$ cat src/rtl/serial_full_adder_if.sv
// serial_full_adder_if
//   Operand/result channel of the serial adder.
//   Operand side : in_valid/in_ready handshake carrying a, b, cin, sub.
//   Result side  : out_valid/out_ready handshake carrying sum, cout, ovf.
//   master : the producer/consumer attached to the adder.
//   slave  : the adder itself.
`timescale 1ns/1ps

interface serial_full_adder_if #(
  parameter int WIDTH = 8
);
  logic             in_valid;
  logic             in_ready;
  logic [WIDTH-1:0] a;
  logic [WIDTH-1:0] b;
  logic             cin;
  logic             sub;
  logic             out_valid;
  logic             out_ready;
  logic [WIDTH-1:0] sum;
  logic             cout;
  logic             ovf;

  modport master (
    output in_valid, a, b, cin, sub, out_ready,
    input  in_ready, out_valid, sum, cout, ovf
  );

  modport slave (
    input  in_valid, a, b, cin, sub, out_ready,
    output in_ready, out_valid, sum, cout, ovf
  );
endinterface

$ cat src/rtl/serial_full_adder.sv
// serial_full_adder
//   Multi-cycle adder/subtractor. Two WIDTH-bit operands are consumed
//   BITS_PER_CYCLE bits per clock through a ripple chain of full-adder cells;
//   the carry is registered between slices. Result appears N = WIDTH /
//   BITS_PER_CYCLE edges after the operand is accepted and is held until the
//   consumer takes it.
//
//   Ports:
//     clk    rising-edge clock
//     rst_n  asynchronous active-low reset (aborts any operation in flight)
//     bus    serial_full_adder_if.slave
//              in_valid/in_ready, a, b, cin, sub   operand channel
//              out_valid/out_ready, sum, cout, ovf result channel
//            sub=0: {cout,sum} = a + b + cin
//            sub=1: {cout,sum} = a + ~b + 1  (cout=1 means no borrow)
//            ovf is two's-complement overflow in both modes.
`timescale 1ns/1ps

module serial_full_adder #(
  parameter int WIDTH          = 8,
  parameter int BITS_PER_CYCLE = 1
) (
  input  logic                  clk,
  input  logic                  rst_n,
  serial_full_adder_if.slave    bus
);

  localparam int N  = WIDTH / BITS_PER_CYCLE;
  localparam int CW = (N > 1) ? $clog2(N) : 1;

  generate
    if (WIDTH < 2 || BITS_PER_CYCLE < 1 || BITS_PER_CYCLE > WIDTH ||
        (WIDTH % BITS_PER_CYCLE) != 0) begin : g_bad_params
      $error("serial_full_adder: BITS_PER_CYCLE must divide WIDTH and WIDTH must be >= 2");
    end
  endgenerate

  typedef enum logic [1:0] {
    IDLE = 2'd0,
    RUN  = 2'd1,
    DONE = 2'd2
  } state_t;

  state_t state, state_nxt;
  logic   load;
  logic   step;
  logic   last;

  logic [CW-1:0]    cnt;
  logic [WIDTH-1:0] a_sh;
  logic [WIDTH-1:0] b_sh;    // already inverted for subtraction
  logic [WIDTH-1:0] res;
  logic             carry;
  logic             cout_r;
  logic             ovf_r;

  logic [BITS_PER_CYCLE-1:0] slice_sum;
  logic [BITS_PER_CYCLE:0]   c;  // c[i] is the carry into cell i

  // Ripple chain of full-adder cells over the low slice of the operands.
  always_comb begin
    slice_sum = '0;
    c         = '0;
    c[0]      = carry;
    for (int i = 0; i < BITS_PER_CYCLE; i++) begin
      slice_sum[i] = a_sh[i] ^ b_sh[i] ^ c[i];
      c[i+1]       = (a_sh[i] & b_sh[i]) | (c[i] & (a_sh[i] ^ b_sh[i]));
    end
  end

  assign last = (cnt == CW'(N - 1));

  // NOTE: state registers use non-blocking assignments so every flop samples
  // the pre-edge value of every other flop, independent of block ordering.
  always_ff @(posedge clk or negedge rst_n) begin
    if (!rst_n) state <= IDLE;
    else        state <= state_nxt;
  end

  // NOTE: every signal written here gets a default first; a path that leaves
  // one unassigned would infer a latch.
  always_comb begin
    state_nxt = state;
    load      = 1'b0;
    step      = 1'b0;
    unique case (state)
      IDLE: begin
        // in_ready is high throughout IDLE, so in_valid alone is the handshake.
        if (bus.in_valid) begin
          load      = 1'b1;
          state_nxt = RUN;
        end
      end
      RUN: begin
        step = 1'b1;
        if (last) state_nxt = DONE;
      end
      DONE: begin
        // No accept on the release edge: in_ready only rises once back in IDLE.
        if (bus.out_ready) state_nxt = IDLE;
      end
      default: state_nxt = IDLE;
    endcase
  end

  // NOTE: the datapath registers are all reset as well (not just the FSM), so
  // an aborted operation leaves no partial sum or stale flags on the outputs.
  always_ff @(posedge clk or negedge rst_n) begin
    if (!rst_n) begin
      cnt    <= '0;
      a_sh   <= '0;
      b_sh   <= '0;
      res    <= '0;
      carry  <= 1'b0;
      cout_r <= 1'b0;
      ovf_r  <= 1'b0;
    end else if (load) begin
      cnt   <= '0;
      a_sh  <= bus.a;
      b_sh  <= bus.sub ? ~bus.b : bus.b;
      carry <= bus.sub | bus.cin;   // subtraction forces the +1 of two's complement
    end else if (step) begin
      a_sh  <= a_sh >> BITS_PER_CYCLE;
      b_sh  <= b_sh >> BITS_PER_CYCLE;
      carry <= c[BITS_PER_CYCLE];
      // New slice enters at the MSB end; after N slices slice 0 sits at bit 0.
      res   <= (res >> BITS_PER_CYCLE) |
               (WIDTH'(slice_sum) << (WIDTH - BITS_PER_CYCLE));
      cnt   <= cnt + CW'(1);
      if (last) begin
        cout_r <= c[BITS_PER_CYCLE];
        // The operand MSB is the top cell of the final slice.
        ovf_r  <= c[BITS_PER_CYCLE] ^ c[BITS_PER_CYCLE-1];
      end
    end
  end

  assign bus.in_ready  = (state == IDLE);
  assign bus.out_valid = (state == DONE);
  assign bus.sum       = res;
  assign bus.cout      = cout_r;
  assign bus.ovf       = ovf_r;

endmodule

$ cat src/flat_wrapper.sv
// flat-port wrapper written by rule: the top's interface ports become plain ports
module serial_full_adder_flat 
#(
  parameter int WIDTH          = 8,
  parameter int BITS_PER_CYCLE = 1
)
  (clk, rst_n, bus_in_valid, bus_a, bus_b, bus_cin, bus_sub, bus_out_ready, bus_in_ready, bus_out_valid, bus_sum, bus_cout, bus_ovf);
  serial_full_adder_if #(.WIDTH(WIDTH)) bus_i ();
  input  logic clk;
  input  logic rst_n;
  input wire logic [$bits(bus_i.in_valid)-1:0] bus_in_valid;
  input wire logic [$bits(bus_i.a)-1:0] bus_a;
  input wire logic [$bits(bus_i.b)-1:0] bus_b;
  input wire logic [$bits(bus_i.cin)-1:0] bus_cin;
  input wire logic [$bits(bus_i.sub)-1:0] bus_sub;
  input wire logic [$bits(bus_i.out_ready)-1:0] bus_out_ready;
  output wire logic [$bits(bus_i.in_ready)-1:0] bus_in_ready;
  output wire logic [$bits(bus_i.out_valid)-1:0] bus_out_valid;
  output wire logic [$bits(bus_i.sum)-1:0] bus_sum;
  output wire logic [$bits(bus_i.cout)-1:0] bus_cout;
  output wire logic [$bits(bus_i.ovf)-1:0] bus_ovf;
  assign bus_i.in_valid = bus_in_valid;
  assign bus_i.a = bus_a;
  assign bus_i.b = bus_b;
  assign bus_i.cin = bus_cin;
  assign bus_i.sub = bus_sub;
  assign bus_i.out_ready = bus_out_ready;
  assign bus_in_ready = bus_i.in_ready;
  assign bus_out_valid = bus_i.out_valid;
  assign bus_sum = bus_i.sum;
  assign bus_cout = bus_i.cout;
  assign bus_ovf = bus_i.ovf;
  serial_full_adder #(.WIDTH(WIDTH), .BITS_PER_CYCLE(BITS_PER_CYCLE)) u_core (.clk(clk), .rst_n(rst_n), .bus(bus_i));
endmodule
$ cat config.mk
export PLATFORM = sky130hd
export DESIGN_NAME = serial_full_adder_flat
export DESIGN_NICKNAME = d
export VERILOG_FILES = /design/src/rtl/serial_full_adder_if.sv /design/src/rtl/serial_full_adder.sv /design/src/flat_wrapper.sv
export SDC_FILE = /design/constraint.sdc
export NUM_CORES = 1
export LEC_CHECK = 0
export ABC_AREA = 0
export CAP_MARGIN = 15
export CORE_MARGIN = 1
export CORE_UTILIZATION = 49
export CTS_CLUSTER_DIAMETER = 100
export CTS_CLUSTER_SIZE = 8
export DETAILED_ROUTE_END_ITERATION = 10
export PLACE_DENSITY = 0.78
export SETUP_SLACK_MARGIN = 0.02
export SLEW_MARGIN = 10
export SYNTH_ARGS = -nofsm -noshare
export SYNTH_HDL_FRONTEND = slang
export SYNTH_SLANG_ARGS = --single-unit
$ cat constraint.sdc
create_clock -name clk -period 1.86 [get_ports clk]
set_clock_uncertainty 0.2 [all_clocks]
set_input_delay 0.465 -clock clk [delete_from_list [all_inputs] [get_ports clk]]
set_output_delay 0.465 -clock clk [all_outputs]
set_load 0.1 [all_outputs]
==> flow_metrics.env, run 1 <==
export IMPL_placed_cells=214
export IMPL_netlist_instances=151
export IMPL_stdcell_count=225
export IMPL_grtUsageMet1_pct=26.4
export IMPL_first_pass_iters=7
export IMPL_cpPeakStageDelay_ns=0.46
export IMPL_slowest_stage="dfrtp_2"
export IMPL_violations="DRC"
export IMPL_rsz0062_at_grt="false"
export IMPL_synth_seq_cells=32
export IMPL_layout_nets=218
export IMPL_routedWlPerCell_um=13.4
export IMPL_setup_violations=0
export IMPL_syn_nets=176
export IMPL_worst_slew_pin_slew_ns=0.506
export IMPL_final_area_um2=2130
export IMPL_insertion_delay_ns=0.34
export IMPL_num_rows=19
export IMPL_seq_area_frac_synth_pct=54.1
export IMPL_grt_max_degree=33
export IMPL_critical_path_top_delay_family="flip-flops"
export IMPL_p_leak_nw=0.983
export IMPL_cts_made_buffers=5
export IMPL_grt_overflow_total=0
export IMPL_power_density_nw_per_um2=1980
export IMPL_crit_path_end_kind="primary output"
export IMPL_final_common_cell="nand2_1"
export IMPL_area_growth_pct=44.1
export IMPL_fin_crit_sh_pct=96.4
export IMPL_avgSynthCellArea_um2=9.81
export IMPL_path_max_fanout=4
export IMPL_mappedNetlistArea_um2=1480
export IMPL_cp_buffers_inverters=1
export IMPL_cts_buffer_depth=2
export IMPL_cts_sinks=32
export IMPL_ctsHtreeMaxLevel=2
export IMPL_min_period_ns=1.79
export IMPL_reg2reg_from="u_core.carry$_DFFE_PN0P_"
export IMPL_hold_buffers=0
export IMPL_hold_class="input port to asynchronous set/reset pin"
export IMPL_postRouteWirelength_mm=3.01
export IMPL_drive_gt1_share_pct=19.1
export IMPL_io_buffers=33
export IMPL_drv_slew=0
export IMPL_clockRootBuffer="clkbuf_4"
export IMPL_drcViolationCount=2
export IMPL_max_freq_mhz=557
export IMPL_cts_clk_slew_worst_paths_ns=0.10
export IMPL_critPathKind="register to primary output"
export IMPL_ir_worst_vdd_uv=1550
export IMPL_dr_first_iter_drc_count=27
export IMPL_slew_headroom_pct=66.2
export IMPL_place_congestion=0.831
export IMPL_final_hold_viol_count=0
export IMPL_die_h_um=57.0
export IMPL_start_kind="register"
export IMPL_die_area_um2=3250
export IMPL_cts_tree="done"
export IMPL_ys_types=23
export IMPL_grt_util_met3_pct=7.71
export IMPL_mostFrequentLayoutCells="nand2_1, dfrtp_1, clkdlybuf4s50_1, o21ai_0, buf_12"
export IMPL_initial_core_util_pct=52.8
export IMPL_place_hpwl_mm=2.16
export IMPL_max_cap_violations=0
export IMPL_via_count=1222
export IMPL_diodes=0
export IMPL_status="finished, violations left"
export IMPL_crit_chain="nor2_2 > buf_12"
export IMPL_worstSetupStartpoint="u_core.state[0]$_DFFE_PN0P_"
export IMPL_die_x_um=57.0
export IMPL_track_usage_pct=21.2
export IMPL_crit_required_ns=1.19
export IMPL_total_power_mw=4.23
export IMPL_yosysWarnings=0
export IMPL_busiest_layer="met2"
export IMPL_grt_util_met2_pct=34.3
export IMPL_placed_area_um2=2000
export IMPL_grt_pass1_wl_mm=5.22
export IMPL_grt_pass1_vias=1180
export IMPL_cp_arrival_ns=1.13
export IMPL_hold_ws_ns=0.287
export IMPL_antenna_left=0
export IMPL_core_area_um2=2810
export IMPL_via_per_inst=5.43
export IMPL_antenna_found_initial=0
export IMPL_post_route_util_pct=76.1
export IMPL_io_pins=34
[registers in the layout (all words and copies together) (netlist names)]
| register | count |
|---|---|
| u_core.state | 2 |
| u_core.b_sh | 8 |
| u_core.bus.cout | 1 |
| u_core.bus.ovf | 1 |
| u_core.a_sh | 8 |
| u_core.cnt | 3 |
| u_core.carry | 1 |
| u_core.bus.sum | 8 |
[cell type report]
class	instances	area (um^2)
clock inverters	1	30.0
fillers	199	671
inverters	2	7.51
flip-flops and latches	32	802
clock buffers	7	65.1
repair buffers	44	549
well taps	31	38.8
multi-input cells	108	642
[worst paths after layout]
path	end	slack [ns]	depth (start not counted)
worst max-delay path	bus_in_ready	0.07	2
worst min-delay path	u_core.a_sh[3]$_DFFE_PN0P_	0.29	2
worst max register to register	u_core.bus.ovf$_DFFE_PN0P_	0.14	3
worst min register to register	u_core.a_sh[2]$_DFFE_PN0P_	0.30	2
max in group asynchronous	u_core.state[0]$_DFFE_PN0P_	0.98	2
min in group clk	u_core.a_sh[2]$_DFFE_PN0P_	0.30	2
[timing repair]
action,CTS,global route
setup endpoints to repair,2,2
gates resized for setup,1,4
buffers inserted,3,0
hold endpoints to repair,0,0
[Yosys cell counts]
master    instances  area [um^2]
o21ai_0          18         90.1
ha_1              2         25.0
clkbuf_1          3         11.3
nand2b_1          2         12.5
nor3b_1           1         7.51
fa_1              1         20.0
dfrtp_1          32          801
mux2i_1           7         70.1
nand2_1          46          173
a21oi_1           2         10.0
inv_1             2         7.51
nor2_1            2         7.51
o32ai_1           1         8.76
a22oi_1           6         45.0
o22ai_1           4         25.0
o21bai_1          1         7.51
buf_2             5         25.0
xor2_1            9         78.8
nand2_2           1         6.26
nor2b_1           2         12.5
o31ai_1           1         7.51
buf_4             1         7.51
mux2_1            2         22.5
[worst reg2reg max path, cell delays in order, from the launching register on]
cell	delay (ns)
dfrtp_1	0.45
fa_1	0.49
xor2_1	0.18
mux2_1	0.28
[routing by layer]
metal / vias to the layer above / wire [um]
met3: 5 / 192
met2: 38 / 1480
met5: - / 0
li1: 589 / -
met4: 0 / 34
met1: 590 / 1300
[logic make-up after synthesis]
group	count (synthesis)	share of synthesized area (%)
AND/OR/NAND/NOR	54	14.8
AO/OA/AOI/OAI	33	13.1
flip-flops	32	54.1
buffers and inverters	11	3.46
XOR/XNOR	9	5.32
multiplexers	9	6.25
adder cells (fa/ha/maj)	3	3.04
[power by group]
part	total (mW)	leakage (nW)	switching (mW)	internal, mW
registers	1.28	0.403	0.271	1.01
logic	2.35	0.528	1.44	0.912
clock network	0.598	0.0515	0.241	0.357
[through the flow]
step	setup slack [ns]	TNS [ns]
after CTS	0.0468	0
after detailed placement	-0.117	-1.27
after floorplan	-0.262	-0.525
after global routing	0.0246	0
after global placement	-0.0458	-0.650
final	0.0662	0
No activity file was read; power rests on OpenSTA's default activity.
==> run 2: changes to the inputs <==
CORE_UTILIZATION = 61   (was 49)
DONT_BUFFER_PORTS = 1   (was default)
PLACE_DENSITY = 0.77   (was 0.78)
==> run 2 against run 1 <==
  * The run now ends clean
  * Sequential share of layout area increased by 8.3 points
  * Cell count decreased by 11%
  * Utilization increased by 1.8 points
  * Design area decreased by 18%
  * Non-clock buffer count decreased by 22
  * Global-route usage increased by 4.8 points
  * Worst setup slack got worse by 0.022 ns
  * Register-to-register slack about the same
  * Clock-buffer cell count increased by 1
  * Via count decreased by 7.8%
  * Maximum frequency decreased by 1.2%
  * Critical path type unchanged
  * Largest cell class unchanged
  * Highest routed layer unchanged
==> flow_metrics.env, run 2 (synthesis gave the netlist of run 1 again) <==
export IMPL_routedWlPerCell_um=14.7
export IMPL_place_congestion=0.826
export IMPL_io_pins=34
export IMPL_min_period_ns=1.82
export IMPL_cts_made_buffers=5
export IMPL_clockRootBuffer="clkbuf_4"
export IMPL_worst_slew_pin_slew_ns=0.509
export IMPL_first_pass_iters=4
export IMPL_drcViolationCount=0
export IMPL_drive_gt1_share_pct=20.3
export IMPL_grt_overflow_total=0
export IMPL_nFillCells=154
export IMPL_diodes=0
export IMPL_place_hpwl_mm=1.94
export IMPL_antenna_left=0
export IMPL_start_kind="register"
export IMPL_slew_headroom_pct=66.0
export IMPL_post_route_util_pct=77.9
export IMPL_dp_slack_ns=0.178
export IMPL_setup_ws_ns=0.0439
export IMPL_initial_core_util_pct=65.7
export IMPL_cp_arrival_ns=1.15
export IMPL_cts_sinks=32
export IMPL_postRouteWirelength_mm=2.94
export IMPL_layout_nets=196
export IMPL_area_growth_pct=18.6
export IMPL_path_max_fanout=4
export IMPL_die_h_um=51.3
export IMPL_final_common_cell="nand2_1"
export IMPL_die_x_um=51.3
export IMPL_cts_tree="done"
export IMPL_grt_pass1_vias=1099
export IMPL_crit_path_end_kind="primary output"
export IMPL_fin_setup_tns_ns=0
export IMPL_drv_slew=0
export IMPL_antenna_found_initial=0
export IMPL_dr_first_iter_drc_count=21
export IMPL_final_hold_viol_count=0
export IMPL_cts_buffer_depth=2
export IMPL_status="finished, final reports clean"
export IMPL_cts_clk_slew_worst_paths_ns=0.09
export IMPL_max_freq_mhz=551
export IMPL_num_rows=17
export IMPL_via_per_inst=5.64
export IMPL_insertion_delay_ns=0.33
export IMPL_hold_class="input port to register"
export IMPL_rsz0062_at_grt="true"
export IMPL_crit_required_ns=1.19
export IMPL_die_area_um2=2630
export IMPL_via_count=1127
export IMPL_fin_crit_sh_pct=97.6
export IMPL_critPathKind="register to primary output"
export IMPL_io_buffers=0
export IMPL_grt_max_degree=33
export IMPL_ctsHtreeMaxLevel=2
export IMPL_grt_pass1_wl_mm=4.86
export IMPL_setup_violations=0
export IMPL_mostFrequentLayoutCells="nand2_1, dfrtp_1, o21ai_0, buf_4, xor2_1"
export IMPL_track_usage_pct=26.1
export IMPL_max_cap_violations=0
export IMPL_core_area_um2=2250
[run 2: cell count changes in the layout (fill, tap and decap cells not counted), sizes merged]
cell and change:
dlygate4sd3 +2, clkbuf +1, bufinv -1, buf -3, clkdlybuf4s50 -21
[run 2: per-stage QoR]
stage	std cells	cell area [um^2]	hold slack (ns)
after detailed placement	185	1620	-0.0300
after global routing	200	1760	0.0614
after global placement	185	1620	-0.0300
after CTS	199	1740	0.0585
after floorplan	151	1490	-0.0306
final	200	1760	0.0596
[run 2: what timing repair did]
action / CTS / global route
pin swaps: 0 / 1
setup endpoints to repair: 4 / 3
gates resized for setup: 4 / 3
hold endpoints to repair: 33 / 0
hold buffers: 3 / 0
setup buffers: 3 / 1
[run 2: final cells by class]
type	count	area (um^2)	share of cell area, %
multi-input combinational	108	642	36.5
inverter	2	7.51	0.427
clock buffer	8	58.8	3.35
tap	28	35.0	1.99
sequential	32	806	45.9
timing repair buffer	22	208	11.8
[run 2: final timing paths]
kind                                                   from                          end  slack (ns)  cells after the start
worst max-delay path            u_core.state[0]$_DFFE_PN0P_                 bus_in_ready        0.04                      2
worst min-delay path                               bus_a[7]   u_core.a_sh[7]$_DFFE_PN0P_        0.06                      2
worst max register to register  u_core.state[0]$_DFFE_PN0P_   u_core.a_sh[2]$_DFFE_PN0P_        0.13                      5
worst min register to register   u_core.a_sh[3]$_DFFE_PN0P_   u_core.a_sh[3]$_DFFE_PN0P_        0.29                      2
max in group asynchronous                             rst_n  u_core.bus.cout$_DFFE_PN0P_        0.86                      2
min in group asynchronous                             rst_n   u_core.a_sh[2]$_DFFE_PN0P_        0.42                      2
[run 2: routing by layer]
layer  part of all wire [%]  GRT usage [%]  vias up  routed length (um)
li1                       -              -      549                   -
met1                     44           31.6      533                1280
met2                     49           40.1       38                1450
met3                    5.7           10.7        7                 168
met4                    1.4           12.6        0                  42
met5                      0              0        -                   0
[run 2: worst max-delay path, stage by stage (launching register included)]
cell	delay, ns
dfrtp_2	0.46
nor2_2	0.17
buf_12	0.19
Power of run 2 is not shown: default switching activity piles up to over one toggle a cycle in this logic, so the estimate is an artifact.
==> run 3: changes to the inputs <==
RECOVER_POWER = 25   (was default)
==> run 3 against run 2 <==
  * Critical path type unchanged
  * Flip-flop and latch count is the same
  * Utilization fell by 0.67 points
  * Global-route usage unchanged
  * Die area did not move
  * Worst hold slack hardly changed
  * Register-to-register slack hardly changed
==> flow_metrics.env, run 3 (synthesis gave the netlist of run 1 again) <==
export IMPL_fin_setup_tns_ns=0
export IMPL_drcViolationCount=0
export IMPL_slew_headroom_pct=48.1
export IMPL_antenna_found_initial=0
export IMPL_postRouteWirelength_mm=2.93
export IMPL_drv_slew=0
export IMPL_die_h_um=51.3
export IMPL_critical_path_top_delay_family="flip-flops"
export IMPL_r2r_end="u_core.a_sh[2]$_DFFE_PN0P_"
export IMPL_max_freq_mhz=550
export IMPL_track_usage_pct=26.1
export IMPL_place_congestion=0.826
export IMPL_cp_arrival_ns=1.15
export IMPL_final_common_cell="nand2_1"
export IMPL_slowest_stage="dfrtp_2"
export IMPL_insertion_delay_ns=0.33
export IMPL_grt_max_degree=33
export IMPL_cts_buffer_depth=2
export IMPL_min_path_cells=2
export IMPL_worst_slew_pin_slew_ns=0.778
export IMPL_die_x_um=51.3
export IMPL_routedWlPerCell_um=14.7
export IMPL_grt_pass1_vias=1099
export IMPL_crit_chain="nor2_2 > buf_12"
export IMPL_place_hpwl_mm=1.94
export IMPL_crit_required_ns=1.19
export IMPL_path_max_fanout=4
export IMPL_dp_slack_ns=0.178
export IMPL_first_pass_iters=4
export IMPL_rsz0062_at_grt="true"
export IMPL_diodes=0
export IMPL_io_buffers=0
export IMPL_io_pins=34
export IMPL_cts_clk_slew_worst_paths_ns=0.09
export IMPL_hold_end="u_core.a_sh[7]$_DFFE_PN0P_"
export IMPL_cts_tree="done"
export IMPL_status="finished, final reports clean"
export IMPL_area_growth_pct=17.6
export IMPL_setup_ws_ns=0.0433
export IMPL_hold_class="input port to register"
export IMPL_via_per_inst=5.63
export IMPL_grt_pass1_wl_mm=4.86
export IMPL_num_rows=17
export IMPL_min_period_ns=1.82
export IMPL_cp_buffers_inverters=1
export IMPL_antenna_left=0
export IMPL_grt_overflow_total=0
export IMPL_dr_first_iter_drc_count=20
export IMPL_start_kind="register"
export IMPL_initial_core_util_pct=65.7
export IMPL_via_count=1126
export IMPL_r2r_cells=5
export IMPL_post_route_util_pct=77.2
export IMPL_fin_crit_sh_pct=97.7
export IMPL_core_area_um2=2250
export IMPL_die_area_um2=2630
export IMPL_reg2reg_from="u_core.state[0]$_DFFE_PN0P_"
export IMPL_ctsHtreeMaxLevel=2
export IMPL_critPathKind="register to primary output"
export IMPL_cts_made_buffers=5
export IMPL_ff2ff_setup_slack_ns=0.14
export IMPL_nFillCells=156
export IMPL_mostFrequentLayoutCells="nand2_1, dfrtp_1, o21ai_0, buf_4, xor2_1"
export IMPL_hold_start="bus_a[7]"
export IMPL_max_cap_violations=0
export IMPL_crit_path_end_kind="primary output"
export IMPL_setup_violations=0
export IMPL_final_hold_viol_count=0
export IMPL_cpPeakStageDelay_ns=0.46
export IMPL_clockRootBuffer="clkbuf_4"
export IMPL_drive_gt1_share_pct=20.3
export IMPL_cts_sinks=32
export IMPL_hold_ws_ns=0.0591
export IMPL_layout_nets=196
[run 3: cell types whose count changed in the layout (fill, tap and decap cells not counted)]
| cell | before | now |
|---|---|---|
| buf_12 | 3 | 2 |
| clkbuf_2 | 0 | 1 |
[run 3: repair_timing]
action                                 in CTS  in global routing
gates cloned                                0                  0
hold buffers                                3                  0
pin swaps                                   0                  1
endpoints found under the hold margin      33                  0
setup buffers                               3                  1
resized for setup                           4                  3
setup endpoints to repair                   4                  3
[run 3: per-stage QoR]
| step | instance area, um^2 | std cells |
|---|---|---|
| after floorplan | 1490 | 151 |
| after global placement | 1620 | 185 |
| after detailed placement | 1620 | 185 |
| after CTS | 1740 | 199 |
| after global routing | 1740 | 200 |
| final | 1740 | 200 |
[run 3: worst max path at each step]
stage / from / endpoint / cells past startpoint / slack (ns)
final: u_core.state[0]$_DFFE_PN0P_ / bus_in_ready / 2 / 0.04
after global routing: u_core.state[0]$_DFFE_PN0P_ / bus_in_ready / 2 / 0.003
after CTS: u_core.state[1]$_DFFE_PN0P_ / bus_out_valid / 3 / 0.04
after detailed placement: u_core.carry$_DFFE_PN0P_ / u_core.bus.ovf$_DFFE_PN0P_ / 3 / 0.18
after global placement: u_core.state[1]$_DFFE_PN0P_ / bus_out_valid / 3 / 0.21
after floorplan: u_core.state[0]$_DFFE_PN0P_ / bus_in_ready / 2 / -0.26
[run 3: worst register-to-register path, cell delays in order (launching register included)]
cell and delay [ns]:
dfrtp_2 0.46, buf_4 0.16, buf_4 0.16, o21bai_1 0.43, nand2_1 0.13, o21ai_0 0.11
[run 3: layout make-up]
cell class,count,area (um^2),share of cell area [%]
sequential,32,806,46.3
clock buffer,8,58.8,3.38
timing repair buffer,22,193,11.1
inverter,2,7.51,0.431
tap,28,35.0,2.01
multi-input combinational,108,642,36.9
[run 3: per-layer routing]
layer  part of all wire [%]  track usage (%)  up-vias
met3                    5.7             10.7        7
met5                      0                0        -
li1                       -                -      549
met1                     44             31.6      531
met4                    1.4             12.6        0
met2                     49             40.1       39
Power of run 3 is left out for the same reason.
